File: src/rtl/fetch_controller_if.sv
// Fetch-side bus: instruction memory port, redirect request and decode handshake.
// The controller is the master; memory/branch unit/decode sit on the slave side.
interface fetch_controller_if;
    logic [7:0] imem_pc;
    logic [7:0] imem_instr;
    logic       redirect_valid;
    logic [7:0] redirect_pc;
    logic       out_valid;
    logic [7:0] out_instr;
    logic [7:0] out_pc;
    logic       out_ready;

    modport master (
        output imem_pc,
        input  imem_instr,
        input  redirect_valid,
        input  redirect_pc,
        output out_valid,
        output out_instr,
        output out_pc,
        input  out_ready
    );

    modport slave (
        input  imem_pc,
        output imem_instr,
        output redirect_valid,
        output redirect_pc,
        input  out_valid,
        input  out_instr,
        input  out_pc,
        output out_ready
    );
endinterface

File: src/rtl/fetch_controller.sv
// Instruction fetch sequencer: owns the PC, fetches one word per cycle into a
// 2-entry FIFO feeding decode, and handles redirects and halt-on-opcode.
module fetch_controller #(
    parameter logic [7:0] RESET_PC    = 8'h00,
    parameter logic [7:0] HALT_OPCODE = 8'hFF
) (
    input  logic                   clk,
    input  logic                   reset,
    input  logic                   start,
    fetch_controller_if.master     bus,
    output logic                   busy,
    output logic                   halted
);

    typedef enum logic [1:0] {
        IDLE   = 2'd0,
        FETCH  = 2'd1,
        HALTED = 2'd2
    } state_t;

    typedef struct packed {
        logic [7:0] pc;
        logic [7:0] instr;
    } entry_t;

    state_t     state, state_nxt;
    logic [7:0] pc, pc_nxt;

    entry_t     fifo [2];
    logic       rd_ptr, wr_ptr;
    logic [1:0] count;

    logic       deq, flush, fetch;
    entry_t     head;

    always_comb begin
        deq   = (count != 2'd0) && bus.out_ready;
        flush = bus.redirect_valid && (state != IDLE);
        // A slot frees up this cycle if decode takes the head, so a full FIFO can still fetch.
        fetch = (state == FETCH) && !bus.redirect_valid && ((count != 2'd2) || deq);
    end

    always_comb begin
        state_nxt = state;
        pc_nxt    = pc;
        case (state)
            IDLE: begin
                if (start) state_nxt = FETCH;
            end
            FETCH, HALTED: begin
                if (flush) begin
                    state_nxt = FETCH;
                    pc_nxt    = bus.redirect_pc;
                end else if (fetch) begin
                    pc_nxt = pc + 8'd1;
                    if (bus.imem_instr == HALT_OPCODE) state_nxt = HALTED;
                end
            end
            default: state_nxt = IDLE;
        endcase
    end

    always_ff @(posedge clk) begin
        if (reset) begin
            state <= IDLE;
            pc    <= RESET_PC;
        end else begin
            state <= state_nxt;
            pc    <= pc_nxt;
        end
    end

    // Flush wins over a same-cycle pop: the popped head is simply gone with the rest.
    always_ff @(posedge clk) begin
        if (reset) begin
            rd_ptr  <= 1'b0;
            wr_ptr  <= 1'b0;
            count   <= 2'd0;
            fifo[0] <= '0;
            fifo[1] <= '0;
        end else if (flush) begin
            rd_ptr <= 1'b0;
            wr_ptr <= 1'b0;
            count  <= 2'd0;
        end else begin
            if (fetch) begin
                fifo[wr_ptr] <= '{pc: pc, instr: bus.imem_instr};
                wr_ptr       <= ~wr_ptr;
            end
            if (deq) rd_ptr <= ~rd_ptr;
            case ({fetch, deq})
                2'b10:   count <= count + 2'd1;
                2'b01:   count <= count - 2'd1;
                default: count <= count;
            endcase
        end
    end

    always_comb begin
        head          = fifo[rd_ptr];
        bus.imem_pc   = pc;
        bus.out_valid = (count != 2'd0);
        bus.out_instr = bus.out_valid ? head.instr : 8'h00;
        bus.out_pc    = bus.out_valid ? head.pc    : 8'h00;
        busy          = (state == FETCH);
        halted        = (state == HALTED) && (count == 2'd0);
    end

endmodule

File: src/flat_wrapper.sv
// flat-port wrapper written by rule: the top's interface ports become plain ports
module fetch_controller_flat 
#(
    parameter logic [7:0] RESET_PC    = 8'h00,
    parameter logic [7:0] HALT_OPCODE = 8'hFF
)
  (clk, reset, start, busy, halted, bus_imem_pc, bus_imem_instr, bus_redirect_valid, bus_redirect_pc, bus_out_valid, bus_out_instr, bus_out_pc, bus_out_ready);
  fetch_controller_if bus_i ();
  input  logic clk;
  input  logic reset;
  input  logic start;
  output logic busy;
  output logic halted;
  output wire logic [$bits(bus_i.imem_pc)-1:0] bus_imem_pc;
  input wire logic [$bits(bus_i.imem_instr)-1:0] bus_imem_instr;
  input wire logic [$bits(bus_i.redirect_valid)-1:0] bus_redirect_valid;
  input wire logic [$bits(bus_i.redirect_pc)-1:0] bus_redirect_pc;
  output wire logic [$bits(bus_i.out_valid)-1:0] bus_out_valid;
  output wire logic [$bits(bus_i.out_instr)-1:0] bus_out_instr;
  output wire logic [$bits(bus_i.out_pc)-1:0] bus_out_pc;
  input wire logic [$bits(bus_i.out_ready)-1:0] bus_out_ready;
  assign bus_imem_pc = bus_i.imem_pc;
  assign bus_i.imem_instr = bus_imem_instr;
  assign bus_i.redirect_valid = bus_redirect_valid;
  assign bus_i.redirect_pc = bus_redirect_pc;
  assign bus_out_valid = bus_i.out_valid;
  assign bus_out_instr = bus_i.out_instr;
  assign bus_out_pc = bus_i.out_pc;
  assign bus_i.out_ready = bus_out_ready;
  fetch_controller #(.RESET_PC(RESET_PC), .HALT_OPCODE(HALT_OPCODE)) u_core (.clk(clk), .reset(reset), .start(start), .bus(bus_i), .busy(busy), .halted(halted));
endmodule
File: config.mk
export PLATFORM = sky130hd
export DESIGN_NAME = fetch_controller_flat
export DESIGN_NICKNAME = d
export VERILOG_FILES = /design/src/rtl/fetch_controller_if.sv /design/src/rtl/fetch_controller.sv /design/src/flat_wrapper.sv
export SDC_FILE = /design/constraint.sdc
export NUM_CORES = 1
export LEC_CHECK = 0
export BUFFER_PORTS_ARGS = -buffer_cell sky130_fd_sc_hd__buf_2
export CORE_ASPECT_RATIO = 1.5
export CORE_MARGIN = 2
export CORE_UTILIZATION = 35
export CTS_CLUSTER_SIZE = 12
export DETAILED_ROUTE_END_ITERATION = 8
export PLACE_DENSITY = 0.61
export SKIP_LAST_GASP = 1
export SLEW_MARGIN = 20
export SYNTH_ARGS = -nofsm -noshare
export SYNTH_HDL_FRONTEND = slang
export SYNTH_SLANG_ARGS = --single-unit
File: constraint.sdc
create_clock -name clk -period 3 [get_ports clk]
set_input_delay 0.6 -clock clk [delete_from_list [all_inputs] [get_ports clk]]
set_output_delay 0.6 -clock clk [all_outputs]
set_load 0.02 [all_outputs]
======== Word level (Yosys, flattened, before mapping) ========
Memories as Yosys holds them, arrays and structs flattened. A register that Yosys moved wholly into a read port is not among the register bits.
Cells that the tools add are included.
operators by class
  eq/ne operators ......................... 9
  multiplexer cells ....................... 21
  reductions and logical operators ........ 18
  $add $sub $neg .......................... 3
  bitwise gates (word level) .............. 2
operators with widths
  cell                                                                number
  8-bit 2-to-1 mux                                                    4
  16-bit 2-to-1 mux                                                   1
  16-bit OR reduction                                                 1
  1-bit 2-to-1 mux                                                    10
  8-bit by 1-bit adder with 8-bit output, second input constant       1
  8-bit == test, second input constant                                1
  2-bit 2-to-1 mux                                                    4
  2-bit case mux with 2 select lines                                  2
  2-bit nonzero test                                                  4
  3-bit by 1-bit != test with 1-bit output, second input constant     2
  1-bit logical AND                                                   5
  2-bit by 1-bit == test with 1-bit output, second input constant     2
  2-bit == test, second input constant                                2
  2-bit logical NOT                                                   2
  2-bit != test, second input constant                                2
  2-bit OR reduction                                                  2
  3-bit AND reduction                                                 1
  2-bit by 1-bit adder with 2-bit output, second input constant       1
  1-bit NOT                                                           2
  2-bit AND reduction                                                 1
  2-bit by 1-bit subtractor with 2-bit output, second input constant  1
  1-bit logical NOT                                                   1
  1-bit logical OR                                                    1
word-level totals
  input port bits ......................... 21
  flip-flop bits (word level) ............. 14
  bits in writable memories ............... 32
  output and inout bits ................... 27
  logic and storage cells ................. 59
  memories kept ........................... 1
memory list
  name         words  width  rd ports  clocked after Yosys merged registers in  wr ports  line                    RTL
  u_core.fifo  2      16     1         1                                        2         fetch_controller.sv:29  entry_t fifo [2];

======== Logic depth before layout (Yosys ltp) ========
Gate-level depths: netlist of the first run.
  depth in word-level cells ............... 10
  depth in mapped cells ................... 9

======== Worst setup path after synthesis of the first run ========
Ideal clock, no wire load.
  kind .................................... reg-to-reg
  from .................................... register u_core.state[1]
  to ...................................... memory u_core.fifo[1][0] (netlist name) (enable)
  period minus slack after synthesis ...... 2033 ps
  slack ................................... 967 ps
  library setup time ...................... 334 ps
  cell stages (with the launch flop) ...... 7
  path buffers ............................ 0
  required time ........................... 2666 ps
  arrival time ............................ 1699 ps
  cells stage by stage .................... dfxtp_1 > inv_1 > ha_1 > nand2b_1 > nand2b_4 > nor4b_4 > or2_2
RTL lines
  item                    line                    RTL
  from (decl)             fetch_controller.sv:26  state_t state, state_nxt;
  from (signal assigned)  fetch_controller.sv:68  state <= state_nxt;
  to (decl)               fetch_controller.sv:29

==> metrics.txt, run 1 <==
outcome finished clean; layout cells sized above 1 0.252; DRT antenna net count 0; CP Data Arrival Time 2.06 ns; H-tree levels 2; core footprint 6810 µm²; Post-CTS Setup Bufs 0; Die X 72.2 µm; Final setup viols 0; Reg area 1260 µm²; Vias 1801; period utilisation layout 0.700; PostCTS Resize Cnt 0; #FFs+latches synth 47; clock sink total 47; routed wire length 5.05 mm; post-place instance area 2760 µm²; Max Slew Vio Count 0; global route total overflow 0; clock latency on the worst-skew pair 0.30 ns; number of fill cells 675; initial antenna violation count 0; warnings from Yosys 0; Gate Count Post-Synth 226; Total GRT Usage 0.144; DRT Pass-1 Iters 4; Syn Nets 253; site row count 37; syn avg cell area 10.8 µm²; clk buf depth 2; slowest stage delay, CP 0.37 ns; first-pass GRT wire length 8.49 mm; number of global-route vias before repair 1779; clock skew 0.00779 ns; worst vdd ir 0.241 mV; Pwr Density 564 nW/µm²; Finished Cell Area 2890 µm²; hpwl dp 3.64 mm; Max-Cap Viols 0; worst slew pin tran 0.448 ns; Die Area 7680 µm²; Distinct cells, synth 43; area growth from synthesis to layout 18.3%; CP Max Fanout 17; critical path type flip-flop to flip-flop; hold buffer count at CTS 0; wire per inst 14.3 µm; WHS Path Cells 2; CTS Root Buffer Type clkbuf_8; Multi-input gate area 1110 µm²; Initial Utilization 0.359; vias per inst 5.12; RSZ-0062 raised after global routing no; CTS tree done; clock slew at reported path FFs 0.08 ns; # IOs 48; n_diodes 0; Max Clock Freq 0.476 GHz; setup TNS 0 ns; Critical Path RT 2.96 ns; Fin. Hold Viols 0; crit path time final 2.10 ns; most common cell after layout, fill and taps aside buf_2; final routed DRC violation total 0; Worst Setup Start Kind flip-flop; Worst path slowest cell or2_2; drt first-iter violations 115; largest net degree at the start of global routing 27; CP Capture Type flip-flop; critical path, cell by cell inv_1, ha_1, nand2b_1, nand2b_4, nor4b_4, buf_4, or2_2; register area share after synthesis 0.516; Post-Syn Area 2440 µm²; RD Place Congestion 0.794; hold crit path type flip-flop to flip-flop; most frequent cells in the layout buf_2, and2_1, edfxtp_1; leakage 1.12 nW; die height 106 µm; relative slew slack 0.700; total CTS buffers 5; R2R depth 7; layout net count 300; IO buf count 47
power by group:
| part | switching, mW | internal (mW) | total [mW] |
|---|---|---|---|
| Combinational | 0.211 | 0.127 | 0.339 |
| Sequential | 0.0276 | 0.729 | 0.757 |
| Clock | 0.203 | 0.333 | 0.536 |
cells by family after synthesis:
logic type      after synthesis  synth area share
mux                          16            0.0655
buf+inv                      17            0.0317
flops                        47             0.516
xor+xnor                      5            0.0179
simple gates                102             0.256
compound gates               33            0.0824
fa+ha+maj                     6            0.0307
metal layers:
layer	wire length, µm	track usage
met2	2580	0.244
met4	102	0.0606
met3	209	0.0256
met1	2160	0.175
met5	0	0
worst max-delay path: cells and delay by family (launching register included):
kind | cells | cell delay, ns
and+or+nand+nor | 4 | 0.92
DFF | 1 | 0.35
buffers and inverters | 2 | 0.30
adders and majority gates | 1 | 0.19
cell usage after synthesis:
master     instances  area share
a21oi_1           11       0.023
nor3b_2            1      0.0051
nor3b_1            1      0.0031
buf_2              5       0.010
o21ai_0           11       0.023
nand2b_4           1      0.0056
buf_6              1      0.0046
edfxtp_1          32        0.39
a311oi_1           1      0.0036
nor3_1             7       0.014
nand2_1            4      0.0061
and3_1             1      0.0026
o21ai_1            1      0.0020
nor2_1            21       0.032
a31oi_1            2      0.0051
nand4_1            3      0.0077
clkbuf_1           6      0.0092
and2_1            38       0.097
o22ai_1            1      0.0026
or2_1              1      0.0026
inv_1              5      0.0077
or4_1              1      0.0031
xnor2_1            3       0.011
or3b_4             1      0.0046
nand3_1            4      0.0082
nor4_4             1      0.0087
nand3b_1           2      0.0061
or2_2              2      0.0051
o22ai_2            1      0.0051
and2_0             1      0.0026
a221oi_1           1      0.0036
mux2i_1           16       0.066
xor2_1             2      0.0072
dfxtp_1           15        0.12
nand2b_1           3      0.0077
nor4_1             3      0.0077
ha_1               6       0.031
nor4b_1            2      0.0072
and4_1             1      0.0036
nor4b_4            1      0.0097
a2bb2oi_2          1      0.0061
o211ai_1           3      0.0092
nor2b_1            2      0.0051
state kept, by name, summed over array words and instances (netlist names), named ones only:
register / count
u_core.fifo: 32
u_core.count: 2
u_core.rd_ptr: 1
u_core.state: 2
u_core.bus.imem_pc: 8
u_core.wr_ptr: 1
stage by stage:
stage,setup slack [ns],std cells,hold WS [ns],util,power (mW)
after floorplan,0.967,226,0.497,-,1.01
after global placement,0.718,344,0.522,0.405,1.11
after detailed placement,0.683,344,0.537,0.405,1.12
after CTS,0.863,352,0.541,0.425,1.65
after global routing,0.697,352,0.559,0.425,1.72
final,0.899,352,0.550,0.425,1.63
area by class of cell:
cell class | instances | share of cell area
Clock buffer | 6 | 0.0251
Clock inverter | 2 | 0.0208
Inverter | 5 | 0.00649
Multi-Input combinational cell | 162 | 0.383
Sequential cell | 47 | 0.436
Tap cell | 78 | 0.0338
Timing Repair Buffer | 52 | 0.0943
final timing paths:
| kind | slack [ns] | to | start |
|---|---|---|---|
| min reg2reg | 0.55 | u_core.state[1] | u_core.state[1] |
| max | 0.90 | u_core.fifo[1][9] | u_core.state[1] |
| max reg2reg | 0.90 | u_core.fifo[1][9] | u_core.state[1] |
| min | 0.55 | u_core.state[1] | u_core.state[1] |
(Power assumes the default switching activity.)
==> run 2, diff against run 1 <==
ABC_AREA = 1   (was unset)
clock period = 2.05 ns   (was 3 ns; I/O delays follow)
==> run 2 against run 1 <==
  * Sequential cell count did not move
  * Die area up 1.0%
  * Global-route usage shrank 0.82 points
  * Routed wire length down 1.1%
  * Hold slack worse by 0.21 ns
  * Critical endpoint is now bus_out_pc[1]
  * Largest cell class unchanged
  * Highest routed layer unchanged
==> metrics.txt, run 2 <==
drt first-iter violations 97; register with the most flip-flops u_core.fifo; Synth area leaders edfxtp_1, dfxtp_1, nand2_1, a21oi_1, nor2_1; CP Capture Type output port; Die X 72.6 µm; CP delay by family, top buffers and inverters; clock skew 0.00601 ns; Power, Total 2.84 mW; worst slew pin tran 0.485 ns; global route total overflow 0; clk buf depth 2; WHS Path Cells 2; Syn Nets 315; Final setup viols 0; Reg2Reg Setup Slack 0.32 ns; setup TNS 0 ns; pre-CTS WS 0.312 ns; relative slew slack 0.677; slowest stage delay, CP 0.36 ns; top cell type's share of synthesized area 0.389; Fin. Hold Viols 0; most frequent cells in the layout nand2_1, buf_2, nor2_1, edfxtp_1, a21oi_1; worst path bufs/invs 2; # IOs 48; Worst Hold Path EP u_core.bus.imem_pc[7]; Max Slew Vio Count 0; hold buffer count at CTS 0; Max-Cap Viols 0; worst r2r src u_core.state[1]; Post-Syn Area 2470 µm²; Worst Setup Start Kind flip-flop; ys flop type edfxtp_1; Post-CTS Setup Bufs 0; Largest register FFs 32; clock sink total 47; number of global-route vias before repair 1838; CP Data Arrival Time 1.42 ns; period utilisation layout 0.894; leakage 1.28 nW; CP Depth 4; initial antenna violation count 0; RSZ-0062 raised after global routing no; Pwr Density 970 nW/µm²; beginning of the worst hold path reset; critical path type flip-flop to output port; core footprint 6850 µm²; CP Max Fanout 16; IO buf count 47; clock slew at reported path FFs 0.08 ns; final routed DRC violation total 0; total CTS buffers 5; hpwl dp 3.80 mm; most common cell after layout, fill and taps aside nand2_1; CTS tree done; R2R depth 9; Max Clock Freq 0.546 GHz; post-route worst setup slack 0.218 ns; Gate Count Post-Synth 288; Initial Utilization 0.361; hold crit path type input port to flip-flop; Critical Path RT 1.64 ns; warnings from Yosys 0; DRT Pass-1 Iters 4; most common cell in the netlist nand2_1; first-pass GRT wire length 8.21 mm; RD Place Congestion 0.799; top cells by count, synth nand2_1, edfxtp_1, nor2_1, a21oi_1, inv_1; site row count 37; Die Area 7760 µm²; wire per inst 11.9 µm; worst reg2reg path endpoint u_core.fifo[0][11]; DRT antenna net count 0; layout cells sized above 1 0.282; critical path, cell by cell inv_1, nand2_1, a21oi_1, buf_2; outcome finished clean; vias per inst 4.67; CTS Root Buffer Type clkbuf_8; Async SR Flop Fraction 0; largest net degree at the start of global routing 19; register area share after synthesis 0.510; layout net count 367; Worst path slowest cell inv_1; crit path time final 1.83 ns; routed wire length 4.99 mm; worst vdd ir 0.577 mV; area growth from synthesis to layout 18.6%; PostCTS Resize Cnt 0; syn avg cell area 8.58 µm²; Yosys top cell by area edfxtp_1; #FFs+latches synth 47; n_diodes 0; Vias 1956; H-tree levels 2; Total GRT Usage 0.135; clock latency on the worst-skew pair 0.29 ns; die height 107 µm; Distinct cells, synth 23; number of flops mapped to enable cells by yosys 32
run 2: changes by cell type in the layout (fill, tap and decap cells not counted), moves of 6 or more:
cell / delta
inv_1: +25
mux2i_1: -16
a21oi_1: +20
nor2_4: +6
nor2_2: +15
and2_1: -38
nor3_1: -7
nand2_1: +72
nor2_1: +11
run 2: layout make-up:
cell class              instances  area (µm²)
clock buffers                   6        72.6
clock inverters                 2        60.1
fillers                       691        3920
inverters                      35         136
multi-input cells             198        1020
flip-flops and latches         47        1260
well taps                      78        97.6
repair buffers                 53         280
run 2: report_power, final:
group          switching (mW)  internal [mW]
Combinational           0.596          0.281
Clock                   0.305          0.487
Sequential             0.0683           1.11
run 2: how the worst max path moves through the flow:
stage                          startpoint                 end
after floorplan           u_core.state[1]   u_core.fifo[0][0]
after global placement    u_core.state[0]  u_core.fifo[0][10]
after detailed placement  u_core.state[1]  u_core.fifo[0][10]
after CTS                       flip-flop       bus_out_pc[1]
after global routing            flip-flop       bus_out_pc[7]
final                           flip-flop       bus_out_pc[1]
run 2: through the flow:
| step | hold slack (ns) | instance area [µm²] | util | instances |
|---|---|---|---|---|
| finish | 0.343 | 2930 | 0.428 | 419 |
| global route | 0.346 | 2930 | 0.428 | 419 |
| CTS | 0.337 | 2930 | 0.428 | 419 |
| detailed placement | 0.491 | 2800 | 0.408 | 411 |
| global placement | 0.482 | 2800 | 0.408 | 411 |
| floorplan | 0.465 | 2470 | - | 288 |
run 2: cell families after synthesis:
group	Yosys count	synth area share
flops	47	0.510
buf+inv	43	0.0759
compound gates	43	0.0886
simple gates	149	0.295
fa+ha+maj	6	0.0304
run 2: per-layer routing:
layer / share of wire / track usage / routed length (µm) / up-vias
met4: 0.028 / 0.0675 / 142 / 0
met2: 0.53 / 0.240 / 2630 / 43
met3: 0.036 / 0.0207 / 182 / 9
met5: 0 / 0 / 0 / -
li1: - / - / - / 1026
met1: 0.41 / 0.154 / 2040 / 878
==> run 3, diff against run 2 <==
CAP_MARGIN = 10   (was unset)
CORE_UTILIZATION = 40   (was 35)
PLACE_DENSITY = 0.67   (was 0.61)
==> run 3 against run 2 <==
  * Clock power down 31%
  * Clock skew about the same
  * Largest power group unchanged
  * Die area down 12%
  * Non-clock buffer count unchanged
  * Critical path depth unchanged
  * Sequential power about the same
==> metrics.txt, run 3 (synthesis results as in run 2) <==
hpwl dp 3.65 mm; Pint 1.63 mW; RSZ-0062 raised after global routing no; worst slew pin tran 0.479 ns; CP Capture Type output port; Comb pwr share 0.340; setup TNS 0 ns; Critical Path RT 1.64 ns; n_diodes 0; Die X 68.2 µm; routed wire length 5.01 mm; vias per inst 4.88; Largest register FFs 32; CTS Root Buffer Type clkbuf_8; Worst Setup Start Kind flip-flop; slowest stage delay, CP 0.36 ns; total CTS buffers 5; pre-CTS WS 0.296 ns; # IOs 48; die height 100 µm; Total GRT Usage 0.159; RD Place Congestion 0.800; clock slew at reported path FFs 0.08 ns; relative slew slack 0.681; Reg area 1260 µm²; Switching Power 985 µW; Worst path slowest cell inv_1; Final setup viols 0; global route total overflow 0; most frequent cells in the layout nand2_1, buf_2, nor2_1, edfxtp_1, a21oi_1; Max Clock Freq 0.539 GHz; initial antenna violation count 0; critical path, cell by cell inv_1, nand2_1, a21oi_1, buf_2; largest net degree at the start of global routing 19; clk buf depth 2; worst vdd ir 0.661 mV; Post-CTS Setup Bufs 0; Die Area 6840 µm²; site row count 35; area growth from synthesis to layout 16.6%; wire per inst 12.1 µm; Clock power frac 0.211; period utilisation layout 0.905; Seq pwr share 0.450; Vias 2027; hold buffer count at CTS 0; Multi-input gate area 1020 µm²; crit path time final 1.85 ns; CTS tree done; critical path type flip-flop to output port; number of global-route vias before repair 1927; leakage 1.25 nW; drt first-iter violations 120; layout net count 367; register with the most flip-flops u_core.fifo; sw frac 0.377; CP Data Arrival Time 1.44 ns; H-tree levels 2; Fin. Hold Viols 0; post-route worst setup slack 0.195 ns; clock latency on the worst-skew pair 0.30 ns; layout cells sized above 1 0.282; core footprint 6040 µm²; DRT antenna net count 0; Finished Cell Area 2880 µm²; Max Slew Vio Count 0; IO buf count 47; clock sink total 47; number of fill cells 572; first-pass GRT wire length 8.30 mm; final routed DRC violation total 0; most common cell after layout, fill and taps aside nand2_1; post-place instance area 2790 µm²; CP Max Fanout 16; DRT Pass-1 Iters 4; Max-Cap Viols 0; outcome finished clean; PostCTS Resize Cnt 0; clock skew 0.00572 ns; hold crit path type input port to flip-flop; Pwr Density 906 nW/µm²; Initial Utilization 0.409
## run 3: cell types whose count changed in the layout (fill, tap and decap cells not counted), sizes merged
cell      before  now
bufinv         2    0
clkinv         1    3
clkbuf         6    5
clkinvlp       0    1
## run 3: path summary, 6_finish.rpt
path                         startpoint               endpoint  slack, ns  cells after the start
setup / recovery              flip-flop          bus_out_pc[1]       0.20                      4
hold / removal                    reset  u_core.bus.imem_pc[7]       0.34                      2
setup reg to reg        u_core.state[1]      u_core.fifo[0][0]       0.29                      9
hold reg to reg   u_core.bus.imem_pc[7]  u_core.bus.imem_pc[7]       0.50                      2
## run 3: metal layers
metal,part of all wire,vias to the layer above,global-route usage
met4,0.037,0,0.0908
met2,0.51,71,0.276
met5,0,-,0
met3,0.054,17,0.0291
li1,-,1026,-
met1,0.40,913,0.177
## run 3: area by class of cell
class                   instances  area share
flip-flops and latches         47       0.438
clock inverters                 3     0.00695
clock buffers                   5      0.0239
multi-input cells             198       0.355
well taps                      74      0.0321
repair buffers                 53      0.0973
inverters                      35      0.0473
## run 3: power groups by stage
| stage | clock network (mW) | logic, mW | registers [mW] |
|---|---|---|---|
| detailed placement | 0 | 0.887 | 1.19 |
| global placement | 0 | 0.876 | 1.19 |
| CTS | 0.559 | 0.890 | 1.17 |
| global route | 0.600 | 1.00 | 1.18 |
| floorplan | 0 | 0.646 | 1.21 |
| finish | 0.550 | 0.886 | 1.17 |
## run 3: metrics by stage
stage	std cells	hold slack (ns)	total power, mW	util
finish	415	0.342	2.61	0.477
global route	415	0.361	2.78	0.477
CTS	415	0.338	2.62	0.477
detailed placement	407	0.484	2.08	0.462
global placement	407	0.484	2.07	0.462
floorplan	288	0.465	1.85	-
## run 3: worst max-delay path, delay by kind of cell, from the launching register on
family,cells,cell delay [ns]
AND/OR/NAND/NOR,1,0.10
AO/OA/AOI/OAI,1,0.19
flip-flops,1,0.32
buffers and inverters,2,0.55
